File: src/rtl/aes_stream_io.sv
// aes_stream_io: valid/ready word stream around a combinational AES-128 core.
// Packs four plaintext words, waits SETTLE_CYCLES for the core, then unloads four ciphertext words.
module aes_stream_io #(
  parameter int unsigned SETTLE_CYCLES = 2
) (
  input  logic         clk,
  input  logic         rst,
  input  logic [127:0] key_in,
  input  logic         key_load,
  input  logic [31:0]  in_data,
  input  logic         in_valid,
  output logic         in_ready,
  output logic [31:0]  out_data,
  output logic         out_valid,
  input  logic         out_ready,
  output logic [127:0] core_plaintext,
  output logic [127:0] core_key,
  input  logic [127:0] core_ciphertext,
  output logic         busy
);
  typedef enum logic [1:0] {LOAD, SETTLE, UNLOAD} state_e;
  state_e state_q, state_d;
  logic [1:0] word_cnt_q, word_cnt_d, out_cnt_q, out_cnt_d;
  logic [3:0] settle_cnt_q, settle_cnt_d;
  logic [3:0][31:0] pt_q, pt_d, buf_q, buf_d;
  logic [127:0] key_q, key_d;
  logic in_fire, out_fire;
  assign in_ready = state_q == LOAD;
  assign out_valid = state_q == UNLOAD;
  assign busy = state_q != LOAD;
  assign in_fire = in_valid && in_ready;
  assign out_fire = out_valid && out_ready;
  // Word 0 is the most significant word, so the packed slot index is the inverted counter.
  assign out_data = out_valid ? buf_q[~out_cnt_q] : '0;
  assign core_plaintext = pt_q;
  assign core_key = key_q;
  always_comb begin
    state_d = state_q;
    word_cnt_d = word_cnt_q;
    out_cnt_d = out_cnt_q;
    settle_cnt_d = settle_cnt_q;
    pt_d = pt_q;
    buf_d = buf_q;
    key_d = (in_ready && word_cnt_q == 2'd0 && key_load) ? key_in : key_q;
    if (in_fire) begin
      pt_d[~word_cnt_q] = in_data;
      word_cnt_d = word_cnt_q + 2'd1;
      if (word_cnt_q == 2'd3) begin
        state_d = SETTLE;
        settle_cnt_d = 4'(SETTLE_CYCLES - 1);
      end
    end
    if (state_q == SETTLE) begin
      settle_cnt_d = settle_cnt_q - 4'd1;
      if (settle_cnt_q == 4'd0) begin
        settle_cnt_d = '0;
        buf_d = core_ciphertext;
        state_d = UNLOAD;
      end
    end
    if (out_fire) begin
      out_cnt_d = out_cnt_q + 2'd1;
      if (out_cnt_q == 2'd3) state_d = LOAD;
    end
  end
  always_ff @(posedge clk or posedge rst) begin
    if (rst) begin
      state_q <= LOAD;
      word_cnt_q <= '0;
      out_cnt_q <= '0;
      settle_cnt_q <= '0;
      pt_q <= '0;
      buf_q <= '0;
      key_q <= '0;
    end else begin
      state_q <= state_d;
      word_cnt_q <= word_cnt_d;
      out_cnt_q <= out_cnt_d;
      settle_cnt_q <= settle_cnt_d;
      pt_q <= pt_d;
      buf_q <= buf_d;
      key_q <= key_d;
    end
  end
endmodule

File: config.mk
export PLATFORM = sky130hd
export DESIGN_NAME = aes_stream_io
export DESIGN_NICKNAME = d
export VERILOG_FILES = /design/src/rtl/aes_stream_io.sv
export SDC_FILE = /design/constraint.sdc
export NUM_CORES = 1
export LEC_CHECK = 0
export ABC_AREA = 1
export CORE_AREA = 2 2 230 232
export DETAILED_ROUTE_END_ITERATION = 10
export DIE_AREA = 0 0 232 234
export GPL_ROUTABILITY_DRIVEN = 0
export GPL_TIMING_DRIVEN = 0
export PLACE_DENSITY = 0.62
export SLEW_MARGIN = 20
export SYNTH_ARGS = -nofsm -noshare
export SYNTH_HDL_FRONTEND = slang
export SYNTH_SLANG_ARGS = --single-unit
File: constraint.sdc
create_clock -name clk -period 38.4 [get_ports clk]
set_clock_uncertainty 0.05 [all_clocks]
set_input_delay 11.52 -clock clk [delete_from_list [all_inputs] [get_ports clk]]
set_output_delay 11.52 -clock clk [all_outputs]
set_load 0.005 [all_outputs]
==> results.md <==
* Max_cap viols at 0
* Synthesized instance count at approximately 2,100
* Final layout net count at 2,982
* Global-route wire length before repair at 92,600 µm
* Unrepaired setup endpoints after global routing: false
* Starting utilization of the core area at 32.0%
* Total of warnings raised by yosys at 0
* Number of vias after detailed routing at 15,600
* Number of cells traversed by the worst hold path at 2
* Yosys top cell by area: sky130_fd_sc_hd__dfrtp_1
* Commonest register cell after synthesis: sky130_fd_sc_hd__dfrtp_1
* Leading cell types by count after synthesis: 1,008 x sky130_fd_sc_hd__nand2_1, 394 x sky130_fd_sc_hd__dfrtp_1, 211 x sky130_fd_sc_hd__o21ai_0, 208 x sky130_fd_sc_hd__inv_1, 46 x sky130_fd_sc_hd__buf_2
* Fraction of power spent switching nets at between 20% and 30%
* IO buf count at 583
* Number of global-route vias before repair at between 15,000 and 20,000
* Worst Path Required at 26.83 ns
* Clock tree from TritonCTS: done
* Clock insertion delay at the later pin of the skew report at between 0.5 and 0.6 ns
* Share of power burned in the clock network at just under 50%
* R2R depth at 6
* Die X-Extent at between 200 and 250 µm
* H-tree Lvls at 2
* Final critical-path setup slack at 23.97 ns
* Number of vias per cell after detailed routing at ~4.6
* Portion of total power attributed to combinational logic at slightly above 5%
* Proportion of netlist area held by the largest area contributor at a little under 60%
* Net switching component of the power at ~0.19 mW
* Critical path startpoint category: register
* Detailed-router iteration count before antenna repair at 5
* F_max at 69.3 MHz
* Number of design rule violations left after detail routing at 0
* Proportion of layout cells with a drive suffix above 1 at under 10%
* Most common cell in the netlist: sky130_fd_sc_hd__nand2_1
* Final Max Tran Viols at 0
* Overall track demand over capacity in global routing at between 20% and 30%
* Resized Gates After CTS at 0
* Cell at the root of the clock tree: sky130_fd_sc_hd__clkbuf_16
* Placeable core region at ~52,000 µm²
* Register area share after synthesis at 59.2%
* Post-route worst hold slack at 0.425 ns
* Die outline height at 234 µm
* Clock sink total at 394
* Total wire length after detailed routing at between 60,000 and 70,000 µm
* Hold buffers post-CTS at 0
* Largest fanout on the critical path at 10
* Number of nets with antenna violations after routing at 0
* Critical path type: reg2out
* Outcome: finished clean
* Top cells by area, synth: sky130_fd_sc_hd__dfrtp_1 59%, sky130_fd_sc_hd__nand2_1 23%, sky130_fd_sc_hd__o21ai_0 6.3%
* Starting DRT DRC Count at 993
* Largest vdd supply drop at around 0.030 mV
* Total grt overflow at 0
* Largest buffer count on any clock path at 3
* Final TNS setup at 0 ns
* Slew of the pin with the lowest slew margin at 0.830 ns
* Fin crit period at ~14 ns
* Hold violation count in the final report at 0
* Count of buffers added by post-CTS timing repair for setup at 0
* Syn Nets at 2,348
* Sequential share of power at between 40% and 50%
* Synthesized flop and latch total at 394
* Arrival time of the worst setup path at 2.86 ns
* Async set or reset register ratio after synthesis at 100%
* Initial antenna violation count at 6
* Internal Power at 0.699 mW
* Worst max-slew margin expressed relative to the limit at ~45%
* Number of synthesized flops with an enable pin at 0
* Average footprint of a synthesized cell at approximately 8.1 µm²
* Number of endpoints failing setup at the final stage at 0
* Num rows at 84
* Number of distinct library cell variants in the gate-level netlist after synthesis at 17
* Number of primary I/O pins at ~600
* Dpl ws at 24.54 ns
* Routed wire length per instance at roughly 18 µm
* Clock buffer count from CTS at 45
* Maximum number of pins on one net before global-route repair at ~110
* Synthesized cell area at about 17,000 µm²
* Static Leakage at between 10 and 15 nW
* Floorplan die area at between 50,000 and 60,000 µm²
* Ratio of final minimum period to clock period at between 30% and 40%
* Final core utilization at a little under half
* Area delta synth->final at 49.8%
* Endpoint type of the worst setup path: primary output
* Placed wire-length estimate after detailed placement at roughly 47,000 µm
* Worst min-delay path class: reg2reg
* Clk slew on worst S/H paths at approximately 0.05 ns
* Cell area power density at ~36 nW/µm²
## cell families (layout without fill, tap and decap cells)
kind of cell / Yosys count / in the layout / share of synthesized area (%)
simple gates: 1060 / 1060 / 24.4
flops: 394 / 394 / 59.2
buf+inv: 328 / 995 / 8.12
compound gates: 261 / 261 / 7.84
fa+ha+maj: 5 / 5 / 0.375
xor+xnor: 2 / 2 / 0.105
other cells: 0 / 6 / 0
## critical path, stage by stage (launching register included)
cell and delay (ns):
sky130_fd_sc_hd__dfrtp_1 0.38, sky130_fd_sc_hd__clkbuf_1 0.19, sky130_fd_sc_hd__inv_1 0.22, sky130_fd_sc_hd__clkbuf_1 0.51, sky130_fd_sc_hd__nand3_1 0.17, sky130_fd_sc_hd__a21oi_1 0.27
sky130_fd_sc_hd__clkdlybuf4s50_1 0.58
## stage by stage
| stage | area, µm² | std cells | total power, mW |
|---|---|---|---|
| 3_5_place_dp | 23500 | 3325 | 0.468 |
| 4_1_cts | 24900 | 3405 | 0.901 |
| 6_report | 25000 | 3411 | 0.890 |
| 2_1_floorplan | 16700 | 2050 | 0.431 |
| 3_3_place_gp | 23400 | 3321 | 0.467 |
| 5_1_grt | 25000 | 3408 | 0.923 |
## routing by layer
| metal | vias up | global-route usage, % | part of all wire, % | wire (µm) |
|---|---|---|---|---|
| met5 | - | 0 | 0.026 | 16 |
| met4 | 2 | 7.13 | 2.8 | 1720 |
| met3 | 95 | 7.58 | 9.1 | 5630 |
| met2 | 552 | 38.5 | 50 | 30600 |
| met1 | 7444 | 26.1 | 39 | 23800 |
| li1 | 7481 | - | - | - |
## flip-flops by register name, summed over array words and instances, names as in the netlist
register	cells
word_cnt_q	2
state_q	2
settle_cnt_q	4
buf_q	128
core_plaintext	128
core_key	128
out_cnt_q	2
## power groups by stage
stage | sequential, mW | combinational, mW | clock, mW
after floorplan | 0.423 | 0.00805 | 0
after global placement | 0.423 | 0.0438 | 0
after detailed placement | 0.423 | 0.0454 | 0
after CTS | 0.415 | 0.0458 | 0.440
after global routing | 0.415 | 0.0489 | 0.459
final | 0.415 | 0.0450 | 0.430
## cell usage in the layout (no fill, tap or decap), types with 2 or more instances in the layout
cell type	instances
sky130_fd_sc_hd__nand3_1	40
sky130_fd_sc_hd__clkbuf_1	55
sky130_fd_sc_hd__ha_1	5
sky130_fd_sc_hd__buf_16	4
sky130_fd_sc_hd__a21oi_1	36
sky130_fd_sc_hd__xor2_1	2
sky130_fd_sc_hd__clkdlybuf4s50_1	583
sky130_fd_sc_hd__buf_4	17
sky130_fd_sc_hd__inv_2	4
sky130_fd_sc_hd__inv_1	207
sky130_fd_sc_hd__clkbuf_16	47
sky130_fd_sc_hd__bufinv_16	2
sky130_fd_sc_hd__dfrtp_1	394
sky130_fd_sc_hd__nor2_4	4
sky130_fd_sc_hd__diode_2	6
sky130_fd_sc_hd__o21ai_1	14
sky130_fd_sc_hd__clkbuf_8	10
sky130_fd_sc_hd__o21ai_0	211
sky130_fd_sc_hd__clkinv_2	7
sky130_fd_sc_hd__nor2_1	7
sky130_fd_sc_hd__buf_1	10
sky130_fd_sc_hd__nand2_1	1008
sky130_fd_sc_hd__buf_2	46
## final cells by class
cell class | count | area [µm²]
repair buffers | 587 | 5950
plain buffers | 116 | 557
inverters | 212 | 803
clock buffers | 69 | 1360
diodes | 6 | 15.0
fillers | 5066 | 27100
multi-input cells | 1328 | 5450
flip-flops and latches | 394 | 9860
well taps | 688 | 861
clock inverters | 11 | 113
## final timing paths
check	from	end	slack (ns)
min in group asynchronous	rst	buf_q[80]$_DFFE_PP0P_	11.29
max in group asynchronous	rst	core_key[89]$_DFFE_PP0P_	25.28
setup / recovery	out_cnt_q[1]$_DFFE_PP0N_	out_data[16]	23.97
hold reg to reg	buf_q[28]$_DFFE_PP0P_	buf_q[28]$_DFFE_PP0P_	0.42
hold / removal	buf_q[28]$_DFFE_PP0P_	buf_q[28]$_DFFE_PP0P_	0.42
setup reg to reg	word_cnt_q[0]$_DFFE_PP0N_	core_key[5]$_DFFE_PP0P_	36.15
No activity file was read; power rests on OpenSTA's default activity.
